File: config.mk
export PLATFORM = sky130hd
export DESIGN_NAME = rip_mem_arbiter
export DESIGN_NICKNAME = d
export VERILOG_FILES = /design/src/rtl/rip_mem_arbiter.sv
export SDC_FILE = /design/constraint.sdc
export NUM_CORES = 1
export LEC_CHECK = 0
export BUFFER_PORTS_ARGS = -buffer_cell sky130_fd_sc_hd__buf_4
export CORE_ASPECT_RATIO = 0.9
export CORE_MARGIN = 10
export CORE_UTILIZATION = 39
export CTS_CLUSTER_DIAMETER = 40
export CTS_CLUSTER_SIZE = 20
export DETAILED_ROUTE_END_ITERATION = 12
export GPL_TIMING_DRIVEN = 0
export PLACE_DENSITY = 0.8
export REMOVE_ABC_BUFFERS = 1
export SYNTH_ARGS = -nofsm -noshare
export SYNTH_HDL_FRONTEND = slang
export SYNTH_SLANG_ARGS = --single-unit
File: constraint.sdc
create_clock -name clk -period 1.3 [get_ports clk]
set_input_delay 0.26 -clock clk [delete_from_list [all_inputs] [get_ports clk]]
set_output_delay 0.26 -clock clk [all_outputs]
set_load 0.01 [all_outputs]
File: src/rtl/rip_mem_arbiter.sv
`default_nettype none
// ============================================================================
// rip_mem_arbiter : IF/MA request arbiter for one shared single-port word RAM
// Optional IF anti-starvation: define RIP_MEM_ARB_FAIR_EN
// Revision: 1.0
// ============================================================================
module rip_mem_arbiter #(
   parameter int NUM_COL       = 4,
   parameter int COL_WIDTH     = 8,
   parameter int ADDR_WIDTH    = 20,
   parameter int DATA_WIDTH    = NUM_COL*COL_WIDTH,
   parameter int MAX_MA_STREAK = 4
) (
   input  logic                  clk,
   input  logic                  rst,
   input  logic                  if_req,
   input  logic [DATA_WIDTH-1:0] if_addr,
   output logic                  if_gnt,
   output logic                  if_rvalid,
   output logic [DATA_WIDTH-1:0] if_rdata,
   input  logic                  ma_req,
   input  logic [NUM_COL-1:0]    ma_we,
   input  logic [DATA_WIDTH-1:0] ma_addr,
   input  logic [DATA_WIDTH-1:0] ma_wdata,
   output logic                  ma_gnt,
   output logic                  ma_rvalid,
   output logic [DATA_WIDTH-1:0] ma_rdata,
   output logic                  mem_en,
   output logic [NUM_COL-1:0]    mem_we,
   output logic [ADDR_WIDTH-1:0] mem_addr,
   output logic [DATA_WIDTH-1:0] mem_wdata,
   input  logic [DATA_WIDTH-1:0] mem_rdata
);

   typedef enum logic [1:0] {
      S_IDLE    = 2'd0,
      S_IF_RESP = 2'd1,
      S_MA_RESP = 2'd2
   } state_e;

   state_e                state_q, state_d;
   logic                  ma_rd_q, ma_rd_d;
   logic [DATA_WIDTH-1:0] if_rdata_q;
   logic [DATA_WIDTH-1:0] ma_rdata_q;
   logic                  force_if;

`ifdef RIP_MEM_ARB_FAIR_EN
   localparam int SW = $clog2(MAX_MA_STREAK + 1);
   logic [SW-1:0] streak_q, streak_d;

   // Counts MA grants that made a waiting IF lose; saturates and then hands IF one grant.
   always_comb begin
      streak_d = streak_q;
      if (if_gnt || !if_req)
         streak_d = '0;
      else if (ma_gnt && (streak_q != SW'(MAX_MA_STREAK)))
         streak_d = streak_q + 1'b1;
   end

   always_ff @(posedge clk) begin
      if (rst) streak_q <= '0;
      else     streak_q <= streak_d;
   end

   assign force_if = if_req && (streak_q == SW'(MAX_MA_STREAK));
`else
   logic unused_streak_cfg;
   assign unused_streak_cfg = (MAX_MA_STREAK != 0);
   assign force_if          = 1'b0;
`endif

   assign ma_gnt = !rst && ma_req && !force_if;
   assign if_gnt = !rst && if_req && !ma_gnt;

   assign mem_en    = if_gnt || ma_gnt;
   assign mem_we    = ma_gnt ? ma_we : '0;
   assign mem_addr  = ma_gnt ? ma_addr[ADDR_WIDTH+1:2] : if_addr[ADDR_WIDTH+1:2];
   assign mem_wdata = ma_wdata;

   logic unused_addr_bits;
   assign unused_addr_bits = ^{if_addr[1:0], ma_addr[1:0],
                               if_addr[DATA_WIDTH-1:ADDR_WIDTH+2],
                               ma_addr[DATA_WIDTH-1:ADDR_WIDTH+2]};

   always_comb begin
      state_d   = S_IDLE;
      ma_rd_d   = ma_rd_q;
      if_rvalid = 1'b0;
      ma_rvalid = 1'b0;
      if_rdata  = if_rdata_q;
      ma_rdata  = ma_rdata_q;
      if (ma_gnt) begin
         state_d = S_MA_RESP;
         ma_rd_d = (ma_we == '0);
      end else if (if_gnt) begin
         state_d = S_IF_RESP;
      end
      // Response data is forwarded straight from the RAM, then held in the _q copy.
      if (rst) begin
         if_rdata = '0;
         ma_rdata = '0;
      end else begin
         case (state_q)
            S_IF_RESP: begin
               if_rvalid = 1'b1;
               if_rdata  = mem_rdata;
            end
            S_MA_RESP: begin
               ma_rvalid = 1'b1;
               if (ma_rd_q) ma_rdata = mem_rdata;
            end
            default: ;
         endcase
      end
   end

   always_ff @(posedge clk) begin
      if (rst) begin
         state_q    <= S_IDLE;
         ma_rd_q    <= 1'b0;
         if_rdata_q <= '0;
         ma_rdata_q <= '0;
      end else begin
         state_q    <= state_d;
         ma_rd_q    <= ma_rd_d;
         if_rdata_q <= if_rdata;
         ma_rdata_q <= ma_rdata;
      end
   end

endmodule
`default_nettype wire

# [Word level (Yosys, flattened, before mapping)]
# Cells that the tools add are included.
[classes] eq_ne=2 n_reduce_logical=8 muxes=13
[op_table] cell="32-bit 2-to-1 mux" count=5
[op_table] cell="20-bit 2-to-1 mux" count=1
[op_table] cell="1-bit 2-to-1 mux" count=5
[op_table] cell="4-bit logical NOT" count=1
[op_table] cell="4-bit 2-to-1 mux" count=1
[op_table] cell="1-bit logical AND" count=3
[op_table] cell="2-bit by 1-bit equality test with 1-bit output (second input constant)" count=1
[op_table] cell="2-bit equality test (second input constant)" count=1
[op_table] cell="1-bit logical NOT" count=2
[op_table] cell="2-bit 2-to-1 mux" count=1
[op_table] cell="2-bit OR reduction" count=1
[op_table] cell="1-bit logical OR" count=1
[totals] regBits=67

# [Depth between registers and ports, before layout]
# Gate-level depths: netlist of the first run.
[logic_depth] word_depth=6 depth_mapped=6

# [Least setup slack after synthesis of the first run]
# Ideal clock, no wire load.
[synth_timing] path_type="register to output" from="register state_q[0]" to="output ma_rdata[10]" path_slack_ns=0.012 t_arrival_ns=1.028 n_path_buf=2 path_stages_with_launch=6 t_required_ns=1.040 cell_sequence="dfxtp_1 -> and3b_1 -> buf_4 -> buf_6 -> nand2_1 -> a21oi_1"
[synth_via] elab_chain_cells=3
[synth_lines] element="start, declared" line_no="41" text="state_e state_q, state_d;"
[synth_lines] element="start signal, assigned" line_no="124" text="state_q <= state_d;"
[synth_lines] element="2-bit equality test" line_no="103" text="case (state_q)"
[synth_lines] element="32-bit 2-to-1 mux" line_no="103"
[synth_lines] element="32-bit 2-to-1 mux" line_no="99" text="if (rst) begin"
[synth_lines] element="end, declared" line_no="27" text="output logic [DATA_WIDTH-1:0] ma_rdata,"
# No other way between the ends.

# [Worst setup path after layout of the first run]
[layout_timing] from="register state_q[0]" to="output ma_rdata[16]"
# Same word-level chain as after synthesis.

==> results of run 1 <==
==> cells by family (layout without fill, tap and decap cells) <==
group,Yosys count,after routing,synth area share (%)
and+or+nand+nor,205,211,25.0
AOI/OAI and AO/OA,128,128,19.6
buffers and inverters,68,219,14.0
DFF,67,67,41.1
muxes,1,1,0.307
==> registers in the layout, summed over array words and instances, names as in the netlist <==
| signal | flops |
|---|---|
| ma_rd_q | 1 |
| ma_rdata_q | 32 |
| if_rdata_q | 32 |
| state_q | 2 |
==> through the flow <==
| stage | utilization [%] | TNS [ns] | setup WS [ns] | area, sq um |
|---|---|---|---|---|
| after floorplan | - | -58.46 | -0.818 | 2820 |
| after global placement | 52.2 | -196.27 | -1.88 | 4230 |
| after detailed placement | 52.4 | -148.90 | -1.46 | 4250 |
| after CTS | 62.8 | -31.10 | -0.520 | 5090 |
| after global routing | 66.2 | -37.60 | -0.604 | 5360 |
| final | 66.2 | -30.52 | -0.503 | 5360 |
==> power by group through the flow <==
| stage | clock network, mW | logic, mW | registers, mW |
|---|---|---|---|
| 2_1_floorplan | 0 | 0.207 | 2.14 |
| 3_3_place_gp | 0 | 0.639 | 2.14 |
| 3_5_place_dp | 0 | 0.657 | 2.15 |
| 4_1_cts | 1.98 | 0.836 | 2.10 |
| 5_1_grt | 2.08 | 0.981 | 2.10 |
| 6_report | 1.95 | 0.918 | 2.10 |
==> cells in the final DEF, fill, tap and decap left out, types with 2 or more instances in the layout <==
master / instances
sky130_fd_sc_hd__nand2_4: 6
sky130_fd_sc_hd__bufbuf_16: 3
sky130_fd_sc_hd__nand3b_1: 2
sky130_fd_sc_hd__and3b_4: 2
sky130_fd_sc_hd__buf_6: 31
sky130_fd_sc_hd__buf_12: 7
sky130_fd_sc_hd__bufinv_16: 2
sky130_fd_sc_hd__nor3b_1: 3
sky130_fd_sc_hd__a21oi_1: 93
sky130_fd_sc_hd__a21oi_2: 35
sky130_fd_sc_hd__and2_4: 4
sky130_fd_sc_hd__dfxtp_4: 2
sky130_fd_sc_hd__buf_4: 157
sky130_fd_sc_hd__nand2_1: 140
sky130_fd_sc_hd__nand2b_4: 4
sky130_fd_sc_hd__clkbuf_8: 10
sky130_fd_sc_hd__nor2_1: 4
sky130_fd_sc_hd__nand2_2: 42
sky130_fd_sc_hd__dfxtp_1: 64
sky130_fd_sc_hd__clkinvlp_4: 5
==> what timing repair did <==
item / in CTS / in global routing
setup buffers: 19 / 4
gates cloned: 11 / 0
resized for setup: 74 / 73
pin swaps: 10 / 27
endpoints found under the setup margin: 158 / 90
hold buffers: 0 / 0
==> how the worst max path moves through the flow <==
| stage | startpoint | cells past startpoint | to |
|---|---|---|---|
| final | state_q[0] | 5 | ma_rdata[16] |
| after global routing | state_q[0] | 5 | ma_rdata[31] |
| after CTS | state_q[0] | 5 | ma_rdata[13] |
| after detailed placement | rst | 5 | mem_we[3] |
| after global placement | state_q[0] | 4 | if_rdata[0] |
| after floorplan | state_q[0] | 3 | if_rdata[0] |
==> per-layer routing <==
| metal | vias to the layer above | routed length [um] | GRT usage [%] | share of wire [%] |
|---|---|---|---|---|
| met4 | 6 | 323 | 7.14 | 2.1 |
| met5 | - | 111 | 5.83 | 0.73 |
| met3 | 28 | 2260 | 14.5 | 15 |
| li1 | 1807 | - | - | - |
| met1 | 1814 | 5330 | 23.8 | 35 |
| met2 | 262 | 7090 | 35.8 | 47 |
==> layout make-up <==
cell class              instances  share of cell area (%)
clock buffers                  10                    2.57
clock inverters                 6                    1.66
flip-flops and latches         67                    25.2
multi-input cells             340                    34.4
repair inverters                2                   0.280
inverters                       2                   0.210
repair buffers                199                    33.4
well taps                      99                    2.31
==> impl.org, run 1 <==
** Status
- Status :: finished with violations
- The checks that failed: negative setup slack.

** Min path
- Min-Delay Startpoint :: ma_req
- Worst hold path depth :: 2
- End point of the worst hold path :: state_q[0]
- Class of the tightest hold or removal check :: in -> reg

** STA
- Hold timing on the final database bottoms out at a slack of ~0.11 ns.
- In the finished design, the share of the clock period the worst path needs comes to 139%.
- For the finished layout, the period the worst path requires is about 1.8 ns.
- Clock Skews :: 0.00440 ns
- RSZ-0062 raised after global routing :: true
- Based on the critical path, the design can be clocked at up to approximately 550 MHz.
- After layout, the worst setup slack is -0.503 ns.
- Pins Over Slew Limit :: 0
- For the pin with the worst max-slew slack, the measured transition is 0.287 ns.
- In this run the tightest slew margin relative to its limit is about four fifths.
- The final count of hold timing violations is 0.
- Setup violations remaining at the end of the flow were counted as 89.

** Placement
- Post-placement cell count :: 675
- In this run the tool buffered the top-level ports with 172 buffer cells.
- Routability-driven placement congestion ratio :: 0.744
- After legalization and detailed placement, the total HPWL measured between 8000 and 9000 um.

** Yosys
- Library cell occupying the most area in the post-synthesis netlist :: sky130_fd_sc_hd__dfxtp_1
- A synthesized cell averages 6.96 sq um.
- Top cells by area in the synthesized netlist :: sky130_fd_sc_hd__dfxtp_1 41%, sky130_fd_sc_hd__nand2_1 22%, sky130_fd_sc_hd__a21oi_1 20%, sky130_fd_sc_hd__buf_4 9.0%, sky130_fd_sc_hd__buf_6 2.1%
- The mapped netlist covers 3270 sq um.
- Leading cell type by number of instances after synthesis :: sky130_fd_sc_hd__nand2_1
- The number of different library cells used by synthesis comes to 18.
- Async set or reset register ratio after synthesis :: 0%
- Sequential share of the synthesized area :: 41.1%
- Most frequent cells after synthesis :: 188 x sky130_fd_sc_hd__nand2_1, 128 x sky130_fd_sc_hd__a21oi_1, 67 x sky130_fd_sc_hd__dfxtp_1
- The most used flip-flop cell after synthesis is sky130_fd_sc_hd__dfxtp_1.
- Area fraction of the dominant cell type after synthesis :: 41.1%
- Number of flops mapped to enable cells by yosys :: 0
- Counting flops and latches in the post-synthesis netlist gives 67.
- Number of instances in the synthesized netlist :: 469
- During synthesis, Yosys emitted a total of 0 warnings.

** Layout
- Fraction of final layout cells sized beyond drive strength 1 :: around half
- The number of antenna diodes in the final layout is 0.
- Multi-input gate area in the final layout :: between 1500 and 2000 sq um
- The net count of the finished layout is 757.
- Fill cells in the final layout number about 640.
- FF/Latch Area :: between 1000 and 1500 sq um
- The area growth from synthesis to layout is 64.3%.
- The finished layout holds 725 standard cells, fillers aside.

** Global routing
- Summed over all layers, the global routing overflow is 0.
- Initial antenna violation count :: 1
- Entering global routing, the biggest net connects 69 pins.
- Total routing resource utilization after global routing :: 22.7%
- Vias in the first global route :: 3951
- The first global-routing pass estimated 21700 um of wire.

** Worst setup path
- STA puts the critical path data required time at 1.04 ns.
- Critical Path Start Type :: flip-flop
- Data arrives at the worst endpoint at 1.54 ns.
- The startpoint identified for the worst register-to-register timing path is state_q[0].
- Crit path cell chain :: and3b_4, buf_12, nand2_1, a21oi_1, buf_4
- The worst register-to-register path ends at ma_rdata_q[19].
- R2R cell count :: 4
- The critical path is of the reg -> out type.
- Crit path capture type :: output port
- For this run, the slowest stage of the critical path takes 0.38 ns.
- Together, buffers and inverters on the worst path number 2.
- Setup slack on the worst reg-to-reg path comes out at 0.14 ns.
- Of all nets on the critical path, the largest fanout is 10.
- The cell family contributing the most delay on the critical path is simple AND/OR/NAND/NOR gates.
- Standard cell with the maximum stage delay on the critical path :: sky130_fd_sc_hd__dfxtp_4

** Pwr
- Of the total power, the clock network draws between 30% and 40%.
- Net switching is 25.6% of the power.
- Across the VDD grid, the largest voltage drop is 0.711 mV.
- Internal power comes to 3.69 mW.
- Pwr Density :: about 900 nW/um^2
- Final total power :: 4.97 mW
- Standby leakage power :: 2.33 nW
- Sequential share of power :: 42.3%
- Fraction of power consumed by combinational cells :: between 15 and 20%
- Sw power :: 1.27 mW

** Drt
- WL/cell :: about 21 um
- Dividing the detail-routed via count by the number of cells gives 5.40.
- WL final :: 15100 um
- Drt first-iter violations :: 324
- Total number of vias :: ~4000
- Post-route antenna net violation count :: 0
- Number of detailed-route iterations in the first pass :: 5
- For this run, design rule violations remaining after detail routing come to 0.

** Floorplan
- Initial cell density of the core :: 40.3%
- Measured along the y axis, the die boundary spans 107 um.
- From left edge to right edge, the die measures 116 um.
- The die covers 12400 sq um.
- Number of top-level pins :: 261
- CORE AREA :: around 8100 sq um
- The floorplan has 31 rows.

** CTS
- TritonCTS buffer count :: 9
- TritonCTS built the clock tree.
- Source-to-sink clock delay at the later pin of the worst-skew pair :: 0.34 ns
- Clock-pin transition on the worst setup and hold timing paths :: roughly 0.07 ns
- The clock drives 67 sinks.
- Maximum level of the CTS H-tree :: 3
- The clock passes through at most 2 buffers.
- CTS root buf :: sky130_fd_sc_hd__clkbuf_8

** Flow run
- Max-cap violations in this run came to 0.
(Power assumes the default switching activity.)
==> run 2, diff against run 1 <==
--- a/config.mk
+++ b/config.mk
@@ -6,14 +6,13 @@
 export NUM_CORES = 1
 export LEC_CHECK = 0
 export BUFFER_PORTS_ARGS = -buffer_cell sky130_fd_sc_hd__buf_4
-export CORE_ASPECT_RATIO = 0.9
-export CORE_MARGIN = 10
-export CORE_UTILIZATION = 39
+export CORE_AREA = 2 2 101 103
 export CTS_CLUSTER_DIAMETER = 40
 export CTS_CLUSTER_SIZE = 20
 export DETAILED_ROUTE_END_ITERATION = 12
+export DIE_AREA = 0 0 103 105
 export GPL_TIMING_DRIVEN = 0
-export PLACE_DENSITY = 0.8
+export PLACE_DENSITY = 0.81
 export REMOVE_ABC_BUFFERS = 1
 export SYNTH_ARGS = -nofsm -noshare
 export SYNTH_HDL_FRONTEND = slang
==> constraint.sdc (replaced) <==
create_clock -name clk -period 2 [get_ports clk]
set_input_delay 0.4 -clock clk [delete_from_list [all_inputs] [get_ports clk]]
set_output_delay 0.4 -clock clk [all_outputs]
set_load 0.01 [all_outputs]
==> run 2 against run 1 <==
  * The flow now finishes without violations
  * Sequential power fell by 35%
  * Sequential share of layout area grew 2.4 points
  * Cell area is 8.6% lower
  * Cell count grew 3.6%
  * Die area fell by 13%
  * Global-route usage fell by 0.48 points
  * Clock power down 38%
  * Worst setup slack better by 0.51 ns
  * Critical path type unchanged
  * Critical endpoint is now ma_rdata[6]
==> impl.org, run 2 (synthesized netlist as in run 1, its figures left out) <==
** STA
- Measured slew at the worst slew-check pin :: 0.308 ns
- Max-slew headroom :: around four fifths
- RSZ-0062 raised after global routing :: true
- Final period util :: 99.7%
- Count of endpoints failing hold in the final timing report :: 0
- The clock period could shrink to 1.99 ns.
- Final hold slack :: 0.327 ns
- Pins Over Slew Limit :: 0
- Clock Skews :: 0.0120 ns
- Static timing analysis puts the maximum clock frequency at 502 MHz.
- Setup violations remaining at the end of the flow were counted as 0.

** Drt
- WL/cell :: 16.7 um
- Post-route antenna net violation count :: 0
- WL final :: 12600 um
- Number of detailed-route iterations in the first pass :: 5
- Summing over every cut layer, the via total after detailed routing is 3723.
- Using the TritonRoute via totals, the vias-per-cell ratio works out to 4.96.
- For this block, the initial DRC count from the detailed router was 159.
- In the routed design, unresolved DRC markers number 0.

** Status
- The run finished with clean final reports.

** CTS
- CTS placed an instance of sky130_fd_sc_hd__clkbuf_8 at the clock tree root.
- Maximum level of the CTS H-tree :: 3
- At the later pin of the worst-skew pair, clock insertion delay measures 0.34 ns.
- CTS saw 67 sinks.
- CTS tree :: built
- Maximum number of buffers from clock root to sink :: 2
- Clock-pin transition on the worst setup and hold timing paths :: 0.07 ns
- TritonCTS buffer count :: 9

** Worst setup path
- Data on the critical path is required at its endpoint by approximately 1.6 ns.
- The critical path starts at state_q[0].
- Buffers and inverters on the worst path :: 2
- By startpoint and endpoint, the worst setup path is classified as reg -> out.
- Critical path arrival :: 1.59 ns
- STA classifies the critical path endpoint as an output port.
- The critical path goes through and3b_4, buf_12, nand2_1, a21oi_2, buf_4.
- Among all stages on the critical path, the largest delay is contributed by sky130_fd_sc_hd__dfxtp_4.
- In this run the worst path has a maximum fanout of 11.
- The cell family contributing the most delay on the critical path is simple AND/OR/NAND/NOR gates.
- Capturing instance or port of the critical path :: ma_rdata[6]
- For flop-to-flop paths, the worst setup slack is between 0.8 and 0.9 ns.
- The critical path crosses 5 cells after its start point.
- The worst register-to-register path has a depth of 4.
- Critical Path Start Type :: flip-flop
- Worst reg2reg path startpoint :: state_q[0]
- Delay of the slowest critical-path stage :: 0.37 ns
- Critical R2R Capture :: ma_rdata_q[6]

** Layout
- 0 antenna diodes ended up in the layout.
- Fill count :: 922
- Fraction of final layout cells sized beyond drive strength 1 :: 36.9%
- Leaving out fill and tap cells, the most frequent cells in the layout are 186 x sky130_fd_sc_hd__nand2_1, 182 x sky130_fd_sc_hd__buf_4, 122 x sky130_fd_sc_hd__a21oi_1.
- The library cell used most frequently in the layout, excluding fill and tap cells, is sky130_fd_sc_hd__nand2_1.
- The largest registers in the layout are if_rdata_q (32), ma_rdata_q (32), state_q (2).
- Once layout is done, the placed cells without fillers occupy 4900 sq um.
- Relative to the synthesized area, the layout overhead comes to 50.1%.
- Share of the core filled with cells in the final layout :: 50.8%
- At the end of the flow, the number of nets in the layout was 749.

** Global routing
- The number of antenna violations at the first check in global routing is 0.
- Vias in the first global route :: 3490
- Summed over all layers, the global routing overflow is 0.
- Maximum number of pins on one net before global-route repair :: slightly below 70
- The first global-routing pass estimated 17800 um of wire.
- For this run, the total global-route usage over all layers was measured as 22.2%.

** Pwr
- Summed over all nets, the switching power comes to between 700 and 800 uW.
- Summed over all cells, the static leakage comes to roughly 2.2 nW.
- IR analysis of the VDD net gives a maximum drop of 0.263 mV.
- Registers are responsible for 44.9% of the overall power.
- Share of power burned in the clock network :: 39.4%
- Fraction of power consumed by combinational cells :: between 10% and 20%
- Internal power comes to 2.30 mW.
- In this run the power density over the cells is ~620 nW/um^2.
- In this run switching power makes up between 20% and 30% of total power.

** Placement
- Half-perimeter wire length after detailed placement :: 8220 um
- During placement, the flow inserted port buffers numbering 172.
- Routability-driven placement congestion ratio :: 0.768
- In this run the cell area measured after placement is 4300 sq um.

** Floorplan
- Placement Rows :: 36
- During I/O placement, the number of pins put on the boundary was 261.
- The die is about 100 um wide.
- The die is 105 um tall.
- Initial cell density of the core :: 33.9%
- Area of the die :: 10800 sq um
- CORE AREA :: 9640 sq um

** Flow run
- Across the run, the number of max-cap violations was 0.

** Min path
- Class of the tightest hold or removal check :: in -> reg
==> run 2: cell count changes in the layout (fill, tap and decap cells not counted), sizes merged <==
cell	previous run	this run
clkbuf	10	11
bufbuf	3	1
buf	196	190
and3b	3	2
==> run 2: area by class of cell <==
| type | count | area [sq um] | share of cell area [%] |
|---|---|---|---|
| Clock buffer | 11 | 131 | 2.68 |
| Sequential cell | 67 | 1350 | 27.5 |
| Multi-Input combinational cell | 339 | 1570 | 32.0 |
| Inverter | 2 | 11.3 | 0.230 |
| Tap cell | 133 | 166 | 3.40 |
| Timing Repair Buffer | 191 | 1570 | 32.1 |
| Clock inverter | 5 | 77.6 | 1.58 |
| Timing Repair inverter | 3 | 20.0 | 0.408 |
==> run 2: how the worst min path moves through the flow <==
stage | startpoint | to | slack, ns | cells past startpoint
2_1_floorplan | if_rdata_q[0] | if_rdata_q[0] | 0.44 | 2
3_3_place_gp | if_rdata_q[31] | if_rdata_q[31] | 0.45 | 2
3_5_place_dp | if_rdata_q[29] | if_rdata_q[29] | 0.46 | 2
4_1_cts | ma_req | state_q[0] | 0.29 | 2
5_1_grt | ma_req | state_q[0] | 0.32 | 2
6_report | ma_req | state_q[0] | 0.33 | 2
==> run 2: what timing repair did <==
| item | CTS | global route |
|---|---|---|
| pin swaps | 4 | 2 |
| setup endpoints to repair | 110 | 59 |
| resized for setup | 19 | 10 |
| cloned | 6 | 3 |
| hold buffers | 0 | 0 |
| setup buffers | 14 | 3 |
==> run 2: power groups by stage <==
stage	Clock, mW	Sequential, mW	Combinational (mW)
6_report	1.20	1.37	0.480
5_1_grt	1.30	1.37	0.518
4_1_cts	1.24	1.37	0.469
3_5_place_dp	0	1.39	0.425
3_3_place_gp	0	1.39	0.412
2_1_floorplan	0	1.39	0.135
==> run 2: worst reg2reg max path, stage by stage, from the launching register on <==
cell and delay, ns:
sky130_fd_sc_hd__dfxtp_4 0.37, sky130_fd_sc_hd__and3b_4 0.35, sky130_fd_sc_hd__buf_12 0.15, sky130_fd_sc_hd__nand2_1 0.10, sky130_fd_sc_hd__a21oi_1 0.13
==> run 2: routing by layer <==
layer	part of all wire, %	wire length (um)	track usage (%)
met1	38	4800	25.4
met2	47	5920	35.7
met3	13	1670	11.1
met4	0.91	114	6.39
met5	0.43	54	4.10
==> run 2: per-stage QoR <==
stage	TNS, ns	total power, mW	setup slack [ns]	cells
after CTS	-0.0887	3.08	-0.0151	745
after global placement	-95.62	1.80	-1.29	708
after detailed placement	-49.67	1.82	-0.968	709
after global routing	-0.742	3.19	-0.0586	751
final	0	3.04	0.00616	751
after floorplan	-8.25	1.53	-0.258	403
==> run 3, diff against run 2 <==
==> config.mk (replaced) <==
export PLATFORM = sky130hd
export DESIGN_NAME = rip_mem_arbiter
export DESIGN_NICKNAME = d
export VERILOG_FILES = /design/src/rtl/rip_mem_arbiter.sv
export SDC_FILE = /design/constraint.sdc
export NUM_CORES = 1
export LEC_CHECK = 0
export CORE_AREA = 2 2 100 102
export CTS_CLUSTER_DIAMETER = 40
export CTS_CLUSTER_SIZE = 20
export DETAILED_ROUTE_END_ITERATION = 12
export DIE_AREA = 0 0 102 104
export DONT_BUFFER_PORTS = 1
export GPL_TIMING_DRIVEN = 0
export PLACE_DENSITY = 0.58
export REMOVE_ABC_BUFFERS = 1
export SYNTH_ARGS = -nofsm -noshare
export SYNTH_HDL_FRONTEND = slang
export SYNTH_SLANG_ARGS = --single-unit
==> run 3 against run 2 <==
  * Fmax increased by 3.8%
  * Clock power increased by 25%
  * Clock skew decreased by 0.0061 ns
  * Total power increased by 0.59%
  * Sequential cell count unchanged
  * Register-to-register slack about the same
  * Combinational power decreased by 59%
  * Sequential share of layout area increased by 9.2 points
  * Cell count decreased by 24%
  * Worst setup slack improved by 0.073 ns
  * Global-route usage decreased by 3.5 points
  * Cell area decreased by 25%
==> impl.org, run 3 (synthesized netlist as in run 1, its figures left out) <==
** Status
- The run finished with clean final reports.

** STA
- Count of endpoints failing hold in the final timing report :: 0
- Setup violations remaining at the end of the flow were counted as 0.
- Max Clock Freq :: roughly 520 MHz
- Pins Over Slew Limit :: 0
- After layout, the worst path uses 96.0% of the clock period.
- Across all hold checks on the routed design, the worst slack comes to 0.120 ns.
- At the pin with the least slew margin, the transition time is 0.448 ns.
- Headroom to the max-slew limit came out at 70.1%.
- Post-layout min period :: 1.92 ns
- Across the routed clock network, the largest skew measured is approximately 0.0059 ns.

** Flow run
- Max-cap violations in this run came to 0.

** Pwr
- The analysis attributes to cell leakage a power of 1.29 nW.
- Overall power consumption after layout is estimated at approximately 3.1 mW.
- VDD sags by at most 0.383 mV.
- In this run the power density over the cells is 834 nW/um^2.

** Drt
- The first TritonRoute pass finished after 5 iterations.
- The first routing iteration left 167 violations.
- In the final routed layout, each cell accounts on average for 18.7 um.
- Post-route antenna net violation count :: 0
- The routed layout has about 3000 vias.
- After detailed routing, the number of vias per cell comes to 5.34.
- Post-route DRC violation count :: 0
- WL final :: 10700 um

** Worst setup path
- Crit path cell chain :: nand2b_4, clkinvlp_4, and2_1
- Crit path capture type :: output port
- For this run, the slowest stage of the critical path takes 0.41 ns.
- For this design, the slowest cell found on the critical path is sky130_fd_sc_hd__and2_1.
- Along the worst path, the maximum fanout reaches 135.
- Data on the critical path arrives at its endpoint at 1.52 ns.
- Critical Path Start Type :: input port
- Data required time at the worst endpoint :: 1.60 ns
- The worst setup path is of the in -> out kind.

** Global routing
- Vias in the first global route :: ~2600
- The number of antenna violations at the first check in global routing is 0.
- The first global-routing pass estimated 14500 um of wire.
- Across every metal layer, demand over resource in global routing totals 18.7%.
- Entering global routing, the biggest net connects 136 pins.
- Remaining Overflow, GRT :: 0

** Floorplan
- Number of top-level pins :: 261
- The die is 104 um tall.
- Initial cell density of the core :: 34.2%
- The region available for standard cell placement spans 9550 sq um.
- The floorplan step defined a die boundary enclosing 10600 sq um.
- Die X-Extent :: 102 um
- Row generation in the floorplan step produced 36 rows.

** CTS
- TritonCTS built the clock tree.
- Source-to-sink clock delay at the later pin of the worst-skew pair :: between 0.3 and 0.4 ns
- Clock-pin transition on the worst setup and hold timing paths :: 0.07 ns
- Maximum number of buffers from clock root to sink :: 2
- Clock tree synthesis inserted a total of 9 buffers.
- Maximum level of the CTS H-tree :: 3
- Buffers inserted to repair hold after CTS numbered 0.
- CTS saw 67 sinks.
- Clock tree synthesis selected as its root buffer the cell sky130_fd_sc_hd__clkbuf_8.

** Min path
- The min-delay analysis places its worst path in the category in -> reg.

** Layout
- Most common cell after layout, fill and taps aside :: sky130_fd_sc_hd__nand2_1
- Largest registers ranked by flip-flop count :: if_rdata_q (32), ma_rdata_q (32), state_q (2)
- Fraction of final layout cells sized beyond drive strength 1 :: approximately 15%
- Share of the core filled with cells in the final layout :: 38.5%
- Relative to the synthesized area, the layout overhead comes to 12.5%.
- At the end of the flow, the number of nets in the layout was 569.
- The library cells used most frequently in the layout, excluding fill and tap cells, are 188 x sky130_fd_sc_hd__nand2_1, 104 x sky130_fd_sc_hd__a21oi_1, 64 x sky130_fd_sc_hd__dfxtp_1.
- The finished layout holds roughly 570 standard cells, fillers aside.
- Summing all non-filler instances in the final layout gives an area of approximately 3700 sq um.
- ANT cells :: 0

** Placement
- Routability-driven placement congestion ratio :: 0.833
- Count of buffers inserted at the top-level ports :: 0
- Instance area at placement :: between 3000 and 4000 sq um
- After legalization and detailed placement, the total HPWL measured approximately 7000 um.
- In this run, placement finished with an instance count of 537.
run 3: stage by stage:
step	setup TNS [ns]	setup slack (ns)
3_3_place_gp	-92.15	-1.45
2_1_floorplan	-8.25	-0.258
4_1_cts	0	0.00148
5_1_grt	-0.00711	-0.00548
6_report	0	0.0791
3_5_place_dp	-15.32	-0.535
run 3: routing by layer:
metal / track usage, % / vias up / share of wire (%)
li1: - / 1429 / -
met1: 22.9 / 1381 / 41
met2: 26.7 / 221 / 42
met3: 11.6 / 14 / 16
met4: 5.14 / 4 / 1.0
met5: 6.15 / - / 0.79
run 3: report_power, final:
part	internal (mW)	switching (mW)	total [mW]
clock	0.959	0.540	1.50
combinational	0.0688	0.129	0.198
sequential	1.35	0.0111	1.37
total	2.38	0.680	3.06
run 3: critical path: cells and delay by family:
kind	cells	cell delay, ns
and+or+nand+nor	2	0.68
buffers and inverters	1	0.40
run 3: what timing repair did:
| action | 4_1_cts | 5_1_grt |
|---|---|---|
| gates resized for setup | 24 | 15 |
| endpoints found under the setup margin | 87 | 63 |
| gates cloned | 3 | 0 |
| pin swaps | 2 | 8 |
| buffers inserted | 13 | 2 |
run 3: layout make-up:
class,instances,area (sq um)
fillers,1016,5880
multi-input cells,337,1620
flip-flops and latches,67,1350
repair buffers,16,256
well taps,133,166
clock inverters,6,138
clock buffers,10,128
inverters,2,11.3
run 3: path summary, 6_finish.rpt:
| kind | depth (start not counted) | startpoint | end | slack, ns |
|---|---|---|---|---|
| hold / removal | 1 | ma_req | state_q[0] | 0.12 |
| setup reg to reg | 5 | state_q[0] | ma_rdata_q[10] | 0.81 |
| hold reg to reg | 2 | if_rdata_q[3] | if_rdata_q[3] | 0.46 |
| setup / recovery | 3 | rst | mem_we[3] | 0.08 |
